File: config.mk
export PLATFORM = sky130hd
export DESIGN_NAME = coef_reload_ctrl_flat
export DESIGN_NICKNAME = d
export VERILOG_FILES = /design/src/rtl/coef_reload_ctrl_pkg.sv /design/src/rtl/coef_reload_ctrl_if.sv /design/src/rtl/coef_reload_ctrl_tap_counter.sv /design/src/rtl/coef_reload_ctrl.sv /design/src/flat_wrapper.sv
export SDC_FILE = /design/constraint.sdc
export NUM_CORES = 1
export LEC_CHECK = 0
export CAP_MARGIN = 15
export CORE_MARGIN = 4
export CORE_UTILIZATION = 36
export DETAILED_ROUTE_END_ITERATION = 7
export GPL_TIMING_DRIVEN = 0
export HOLD_SLACK_MARGIN = 0.02
export PLACE_DENSITY = 0.8
export SYNTH_ARGS = -nofsm -noshare
export SYNTH_HDL_FRONTEND = slang
export SYNTH_SLANG_ARGS = --single-unit
File: constraint.sdc
create_clock -name clk -period 2.1 [get_ports clk]
set_clock_uncertainty 0.2 [all_clocks]
set_input_delay 0.525 -clock clk [delete_from_list [all_inputs] [get_ports clk]]
set_output_delay 0.525 -clock clk [all_outputs]
set_load 0.1 [all_outputs]
File: src/rtl/coef_reload_ctrl_pkg.sv
// rtl/coef_reload_ctrl_pkg.sv - shared types and helpers for the coefficient reload controller
// Package fir_ctrl_pkg:
//   state_t   : reload FSM state encoding (IDLE, LOAD, SWAP, ERR)
//   cnt_width : tap counter width for a given tap count (never below 1 bit)
package fir_ctrl_pkg;

  typedef enum logic [1:0] {
    ST_IDLE = 2'd0,
    ST_LOAD = 2'd1,
    ST_SWAP = 2'd2,
    ST_ERR  = 2'd3
  } state_t;

  function automatic int cnt_width(input int taps);
    return (taps <= 2) ? 1 : $clog2(taps);
  endfunction

endpackage

File: src/rtl/coef_reload_ctrl_if.sv
// rtl/coef_reload_ctrl_if.sv - coefficient input stream interface
// Signals:
//   s_data  : coefficient word (WIDTH bits)
//   s_valid : s_data is valid
//   s_last  : marks the final coefficient of a reload
//   s_ready : consumer accepts a word
// Modports: master (coefficient source), slave (reload controller)
interface coef_reload_ctrl_if #(
  parameter int WIDTH = 16
);

  logic [WIDTH-1:0] s_data;
  logic             s_valid;
  logic             s_last;
  logic             s_ready;

  modport master (output s_data, output s_valid, output s_last, input s_ready);
  modport slave  (input s_data, input s_valid, input s_last, output s_ready);

endinterface

File: src/rtl/coef_reload_ctrl_tap_counter.sv
// rtl/coef_reload_ctrl_tap_counter.sv - saturating tap counter with terminal-count flag
// Module tap_counter
// Ports:
//   clk, rst_n : clock, asynchronous active-low reset
//   clr        : synchronous clear to 0 (has priority over inc)
//   inc        : count one accepted word
//   tc         : count has reached TAPS-1
module tap_counter
  import fir_ctrl_pkg::*;
#(
  parameter int TAPS = 32
) (
  input  logic clk,
  input  logic rst_n,
  input  logic clr,
  input  logic inc,
  output logic tc
);

  localparam int CW = cnt_width(TAPS);
  localparam logic [CW-1:0] LAST = CW'(TAPS - 1);

  logic [CW-1:0] count;

  assign tc = (count == LAST);

  // Saturates at TAPS-1: the word that hits terminal count ends the reload,
  // so the counter must not wrap and alias the next load's first word.
  always_ff @(posedge clk or negedge rst_n) begin
    if (!rst_n) begin
      count <= '0;
    end else if (clr) begin
      count <= '0;
    end else if (inc && !tc) begin
      count <= count + CW'(1);
    end
  end

endmodule

File: src/rtl/coef_reload_ctrl.sv
// rtl/coef_reload_ctrl.sv - streams TAPS coefficients into a shadow chain, then commits them
// Optional feature macro: COEF_LAST_CHECK_EN (s_last framing check, ERR state reachable)
// Ports:
//   clk, rst_n  : clock, asynchronous active-low reset
//   load_start  : single-cycle request to begin a reload (honoured in IDLE/ERR)
//   s           : coefficient input stream (slave side)
//   chain_data  : word presented to the shadow shift chain (holds last value)
//   chain_shift : shift-enable pulse, one cycle after each accepted word
//   swap        : single-cycle commit of shadow chain to active bank
//   busy        : high in LOAD or SWAP
//   done        : single-cycle pulse on successful reload
//   err         : sticky framing-error flag, cleared by load_start
module coef_reload_ctrl
  import fir_ctrl_pkg::*;
#(
  parameter int WIDTH = 16,
  parameter int TAPS  = 32
) (
  input  logic             clk,
  input  logic             rst_n,
  input  logic             load_start,
  coef_reload_ctrl_if.slave s,
  output logic [WIDTH-1:0] chain_data,
  output logic             chain_shift,
  output logic             swap,
  output logic             busy,
  output logic             done,
  output logic             err
);

  generate
    if (TAPS < 2) begin : g_bad_taps
      $error("coef_reload_ctrl: TAPS must be 2 or more");
    end
  endgenerate

  state_t state;
  logic   accept;
  logic   start;
  logic   tc;
  logic   frame_bad;

  assign s.s_ready = (state == ST_LOAD);
  assign busy      = (state == ST_LOAD) || (state == ST_SWAP);
  assign accept    = s.s_valid && s.s_ready;
  assign start     = load_start && ((state == ST_IDLE) || (state == ST_ERR));

`ifdef COEF_LAST_CHECK_EN
  // s_last must coincide exactly with the terminal-count word.
  assign frame_bad = (s.s_last != tc);
`else
  // s_last is deliberately ignored in this build.
  assign frame_bad = 1'b0 & s.s_last;
`endif

  tap_counter #(
    .TAPS (TAPS)
  ) u_tap_counter (
    .clk   (clk),
    .rst_n (rst_n),
    .clr   (start),
    .inc   (accept),
    .tc    (tc)
  );

  always_ff @(posedge clk or negedge rst_n) begin
    if (!rst_n) begin
      state       <= ST_IDLE;
      chain_data  <= '0;
      chain_shift <= 1'b0;
      swap        <= 1'b0;
      done        <= 1'b0;
      err         <= 1'b0;
    end else begin
      // The shift pulse follows every accepted word, including an offending
      // one, so the shadow chain always mirrors what was consumed.
      chain_shift <= accept;
      if (accept) begin
        chain_data <= s.s_data;
      end
      swap <= 1'b0;
      done <= 1'b0;

      case (state)
        ST_IDLE, ST_ERR: begin
          if (load_start) begin
            state <= ST_LOAD;
            err   <= 1'b0;
          end
        end
        ST_LOAD: begin
          if (accept) begin
            if (frame_bad) begin
              state <= ST_ERR;
              err   <= 1'b1;
            end else if (tc) begin
              state <= ST_SWAP;
            end
          end
        end
        ST_SWAP: begin
          // First SWAP cycle waits out the final chain_shift; the second
          // issues swap; done follows as the FSM returns to IDLE.
          if (!swap) begin
            swap <= 1'b1;
          end else begin
            done  <= 1'b1;
            state <= ST_IDLE;
          end
        end
        default: state <= ST_IDLE;
      endcase
    end
  end

endmodule

File: src/flat_wrapper.sv
// flat-port wrapper written by rule: the top's interface ports become plain ports
module coef_reload_ctrl_flat import fir_ctrl_pkg::*;
#(
  parameter int WIDTH = 16,
  parameter int TAPS  = 32
)
  (clk, rst_n, load_start, chain_data, chain_shift, swap, busy, done, err, s_s_data, s_s_valid, s_s_last, s_s_ready);
  coef_reload_ctrl_if #(.WIDTH(WIDTH)) s_i ();
  input  logic clk;
  input  logic rst_n;
  input  logic load_start;
  output logic [WIDTH-1:0] chain_data;
  output logic chain_shift;
  output logic swap;
  output logic busy;
  output logic done;
  output logic err;
  input wire logic [$bits(s_i.s_data)-1:0] s_s_data;
  input wire logic [$bits(s_i.s_valid)-1:0] s_s_valid;
  input wire logic [$bits(s_i.s_last)-1:0] s_s_last;
  output wire logic [$bits(s_i.s_ready)-1:0] s_s_ready;
  assign s_i.s_data = s_s_data;
  assign s_i.s_valid = s_s_valid;
  assign s_i.s_last = s_s_last;
  assign s_s_ready = s_i.s_ready;
  coef_reload_ctrl #(.WIDTH(WIDTH), .TAPS(TAPS)) u_core (.clk(clk), .rst_n(rst_n), .load_start(load_start), .s(s_i), .chain_data(chain_data), .chain_shift(chain_shift), .swap(swap), .busy(busy), .done(done), .err(err));
endmodule
==> results.py, run 1 <==
metrics = {
    "run_status": {
        "status": "finished, final reports clean",
    },
    "clocking": {
        "clk_path_buf_depth": 2,
        "path_clk_slew_ns": 0.14,
        "cts_made_buffers": 3,
        "cts-htree-levels": 1,
        "clk_latency_ns": 0.32,
        "cts_tree": "yes",
        "clkSinkCount": 26,
        "root_buffer": "clkbuf_4",
    },
    "floorplanning": {
        "die_h_um": 63.12,
        "coreArea_um2": 2829,
        "start_util": 0.3866,
        "die_w_um": 63.12,
        "ios": 43,
        "die_area_um2": 3984,
        "placementRows": 19,
    },
    "yosys": {
        "synth.area.top_cells": "dfrtp_1 59%, mux2_2 16%, ha_1 4.6%, mux2i_1 1.8%, o32a_1 1.8%",
        "seq_area_frac_synth": 0.5950,
        "ys_ff_latch": 26,
        "synth_nets": 104,
        "ys.warnings.count": 0,
        "synth.distinct_cells": 25,
        "synth_top_cell_by_area": "dfrtp_1",
        "yosysTopAreaCellShare": 0.5950,
        "synthCells": 79,
        "synth.cell_area_um2": 1094,
        "avgSynthCellArea_um2": 13.84,
    },
    "worst_setup_path": {
        "required_ns": 2.16,
        "endpoint_kind": "flip-flop",
        "r2r-end": "u_core.u_tap_counter.count[3]",
        "r2r_start": "u_core.u_tap_counter.count[0]",
        "slowest_stage": "dfrtp_1",
        "critPathMaxStageDelay_ns": 0.43,
        "ff2ff_path_depth": 6,
        "path_cells": "ha_1 > and3_1 > ha_1 > nand3b_4 > or3_1 > a21oi_1",
        "cp.arrival_ns": 2.10,
        "cp_max_fo": 4,
        "critPathLaunch": "u_core.u_tap_counter.count[0]",
        "cp_common_cell": "ha_1",
        "start_kind": "flip-flop",
        "crit_type": "reg2reg",
        "rrSetupSlack_ns": 0.06,
    },
    "sta": {
        "rsz0062_at_grt": "no",
        "layout_min_cycle_time_ns": 2.041,
        "maxSlewViolCount": 0,
        "setup_viol": 0,
        "tightest_slew_ns": 0.5532,
        "hold_viol_final": 0,
        "fmax_ghz": 0.4900,
        "slew_headroom": 0.6329,
        "fin_crit_sh": 0.9717,
    },
    "finish": {
        "final_util": 0.6033,
        "drive_gt1_frac": 0.4186,
        "antenna_cells": 0,
        "nets": 155,
        "fillers": 235,
        "area_delta_synth_final_pct": 56.06,
    },
    "drt": {
        "post_drt_wl_per_cell_um": 14.36,
        "wl_um": 2298,
        "drt_iter0_drc": 5,
        "dr_total_vias": 798,
        "ant_nets": 0,
        "drt_pass1_iterations": 2,
        "drcViolationCount": 0,
        "routed_via_density": 4.988,
    },
    "placed_design": {
        "io_buffers": 40,
        "hpwl_um": 1668,
        "globalplace.congestion": 0.7623,
    },
    "grt": {
        "grt_pass1_wl_um": 3705,
        "grt_max_degree": 27,
        "grt_antenna_before_repair": 0,
        "track_usage": 0.1200,
        "gr-total-overflow": 0,
        "first_global_vias": 785,
    },
    "worst_hold_path": {
        "hp-class": "in2async",
    },
    "flow_run": {
        "drv_cap": 0,
    },
}
-- worst max-delay path, delay by kind of cell, from the launching register on --
family,cells,cell delay (ns)
adder cells (fa/ha/maj),2,0.46
AO/OA/AOI/OAI,1,0.16
AND/OR/NAND/NOR,3,0.72
flip-flops,1,0.43
-- worst max-delay path by stage --
stage,endpoint
3_3_place_gp,busy
2_1_floorplan,busy
5_1_grt,s_s_ready
3_5_place_dp,busy
4_1_cts,busy
6_report,u_core.u_tap_counter.count[3]
-- final cells by class --
type	instances	area [um^2]	area share
clock buffer	4	36.28	0.02126
sequential	26	650.6	0.3812
timing repair buffer	46	504.2	0.2955
buffer	2	18.77	0.01100
multi-input combinational	47	442.9	0.2595
tap	31	38.79	0.02273
inverter	4	15.01	0.008798
-- state kept, by name (all words and copies together) (netlist names) --
signal and flops:
u_core.chain_data 16, u_core.u_tap_counter.count 5, u_core.state 2, u_core.chain_shift 1, u_core.done 1, u_core.swap 1
-- cell usage after synthesis (all sizes together) --
master / n
a21boi: 1
a21oi: 1
and2: 2
and3: 1
buf: 2
conb: 1
dfrtp: 26
ha: 4
inv: 4
mux2: 16
mux2i: 2
nand2: 2
nand3: 1
nand3b: 1
nand4b: 1
nor2: 4
nor2b: 2
nor3: 1
nor3b: 1
o21ai: 1
o32a: 2
or3: 1
xor2: 2
-- cell families (layout without fill, tap and decap cells) --
family                   Yosys count  count (layout)  synth area share
AO/OA/AOI/OAI                      5               5           0.03432
XOR/XNOR                           2               2           0.01602
adder cells (fa/ha/maj)            4               4           0.04577
buffers and inverters              6              56           0.03089
flip-flops                        26              26            0.5950
multiplexers                      18              18            0.1831
other                              1               1          0.003429
AND/OR/NAND/NOR                   17              17           0.09153
-- per-stage QoR --
| step | instance area (um^2) | TNS, ns | hold slack [ns] | setup slack, ns | instances |
|---|---|---|---|---|---|
| detailed placement | 1535 | -3.351 | 0.2943 | -0.5494 | 150 |
| CTS | 1615 | 0 | 0.3264 | 0.007814 | 154 |
| finish | 1707 | 0 | 0.2633 | 0.05935 | 160 |
| floorplan | 1096 | 0 | 0.02941 | 0.07309 | 79 |
| global route | 1707 | 0 | 0.2472 | 0.01313 | 160 |
| global placement | 1535 | -2.671 | 0.2860 | -0.5289 | 150 |
-- cell usage in the layout (no fill, tap or decap), types with 3 or more instances in the layout --
cell type and n:
nor2_1 4, mux2_2 16, buf_4 6, clkdlybuf4s50_1 19
inv_1 3, dfrtp_1 26, clkdlybuf4s15_2 19, clkbuf_4 3
-- timing repair --
action                                  4_1_cts  5_1_grt
gates resized for setup                      75        3
setup buffers                                 0        5
hold buffers                                  0        0
endpoints found under the setup margin       22        3
pin swaps                                     0        0
-- layer usage --
layer	track usage	up-vias	routed length (um)
met2	0.1963	32	1143
met1	0.1358	388	933
met5	0	-	0
met3	0.03730	4	164
met4	0.07438	0	56
li1	-	374	-
Power of run 1 is left out: the tool's default activity adds up to more than one toggle a clock period on the data nets, which glitch-free logic cannot reach.
==> run 2, diff against run 1 <==
ABC_AREA = 0   (was not set)
==> results of run 2 <==
The final DEF is identical to that of run 1; final timing and power are the same.
Power of run 2 is left out for the same reason.
==> run 3, diff against run 2 <==
CORE_UTILIZATION = 25   (was 36)
PLACE_DENSITY = 0.62   (was 0.8)
==> results.py, run 3 (synthesis results as in run 1) <==
metrics = {
    "finish": {
        "largestRegisters": "u_core.chain_data (16), u_core.u_tap_counter.count (5), u_core.state (2)",
        "largest-register": "u_core.chain_data",
        "stdcell_area_um2": 1712,
        "mostFrequentLayoutCells": "26 x dfrtp_1, 19 x clkdlybuf4s50_1, 19 x clkdlybuf4s15_2, 16 x mux2_2",
        "nets": 153,
        "ff_latch_area_um2": 650.6,
        "largest_reg_flops": 16,
        "area_delta_synth_final_pct": 56.52,
        "multi_input_comb_area_um2": 420.4,
        "final_common_cell": "dfrtp_1",
        "antenna_cells": 0,
        "drive_gt1_frac": 0.4016,
        "fillers": 390,
    },
    "clocking": {
        "clk_path_buf_depth": 2,
        "path_clk_slew_ns": 0.09,
        "cts-htree-levels": 1,
        "cts_tree": "yes",
        "root_buffer": "clkbuf_8",
        "cts_made_buffers": 3,
        "clk_latency_ns": 0.27,
        "clkSinkCount": 26,
        "cts_hold_buf": 0,
    },
    "run_status": {
        "status": "finished, final reports clean",
    },
    "placed_design": {
        "dp_slack_ns": -0.5756,
        "placed_cell_area_um2": 1559,
        "io_buffers": 40,
        "hpwl_um": 1717,
        "globalplace.congestion": 0.7167,
    },
    "grt": {
        "track_usage": 0.08425,
        "grt_pass1_wl_um": 3553,
        "grt_max_degree": 27,
        "gr-total-overflow": 0,
        "grt_antenna_before_repair": 0,
        "first_global_vias": 792,
    },
    "sta": {
        "fin_crit_sh": 0.9687,
        "setup_slack_ns": 0.06577,
        "maxSlewViolCount": 0,
        "hold_viol_final": 0,
        "setup_viol": 0,
        "layout_min_cycle_time_ns": 2.034,
        "slew_headroom": 0.6064,
        "tns_ns": 0,
        "rsz0062_at_grt": "no",
        "tightest_slew_ns": 0.5885,
        "fmax_ghz": 0.4916,
    },
    "drt": {
        "drt_pass1_iterations": 4,
        "ant_nets": 0,
        "drt_iter0_drc": 18,
        "wl_um": 2342,
        "wl_met1_um": 949,
        "wl_met2_um": 1126,
        "wl_met3_um": 255,
        "routed_via_density": 4.373,
        "post_drt_wl_per_cell_um": 13.23,
        "dr_total_vias": 774,
        "highest_layer": "met4",
        "drcViolationCount": 0,
    },
    "worst_setup_path": {
        "cp.arrival_ns": 1.31,
        "endpoint_kind": "output pin",
        "required_ns": 1.37,
        "crit_type": "reg2out",
        "cp_max_fo": 4,
        "ff2ff_path_depth": 6,
        "start_kind": "flip-flop",
    },
    "floorplanning": {
        "ios": 43,
        "coreArea_um2": 4115,
        "die_w_um": 74.14,
        "placementRows": 23,
        "die_h_um": 74.14,
        "die_area_um2": 5496,
        "start_util": 0.2657,
    },
    "worst_hold_path": {
        "hp-class": "reg2reg",
        "min_path_cells": 1,
    },
    "flow_run": {
        "drv_cap": 0,
    },
}
-- run 3: cell types whose count changed in the layout (fill, tap and decap cells not counted), sizes merged --
cell,change
bufinv,+1
clkbuf,-1
buf,-2
-- run 3: worst max-delay path, cell delays in order (launching register included) --
cell	delay, ns
dfrtp_1	0.39
inv_1	0.06
ha_1	0.34
inv_2	0.09
buf_12	0.17
-- run 3: cell type report --
type,instances,share of cell area
multi-input cells,47,0.2456
well taps,50,0.03655
repair buffers,44,0.2763
clock inverters,1,0.01754
inverters,4,0.008772
clock buffers,3,0.02412
plain buffers,2,0.01096
flip-flops and latches,26,0.3801
-- run 3: final timing paths --
check | from | slack (ns) | to
max in group asynchronous | rst_n | 0.76 | u_core.chain_data[15]
min reg2reg | u_core.chain_data[15] | 0.31 | u_core.chain_data[15]
min | u_core.chain_data[15] | 0.31 | u_core.chain_data[15]
max | u_core.state[0] | 0.07 | busy
min in group asynchronous | rst_n | 0.42 | u_core.done
max reg2reg | u_core.u_tap_counter.count[0] | 0.12 | u_core.u_tap_counter.count[3]
-- run 3: layer usage --
layer,vias to the layer above,global-route usage
li1,366,-
met1,374,0.09933
met2,32,0.1398
met3,2,0.04054
met4,0,0.01811
met5,-,0
-- run 3: metrics by stage --
step / utilization / hold slack (ns) / cells
3_3_place_gp: 0.3788 / 0.2871 / 169
3_5_place_dp: 0.3788 / 0.2925 / 169
6_report: 0.4159 / 0.3089 / 177
4_1_cts: 0.4038 / 0.3138 / 173
5_1_grt: 0.4159 / 0.3385 / 177
2_1_floorplan: - / 0.02941 / 79
-- run 3: what timing repair did --
action,in CTS,in global routing
setup buffers,0,3
resized for setup,71,4
endpoints found under the setup margin,22,3
Power of run 3 is left out for the same reason.
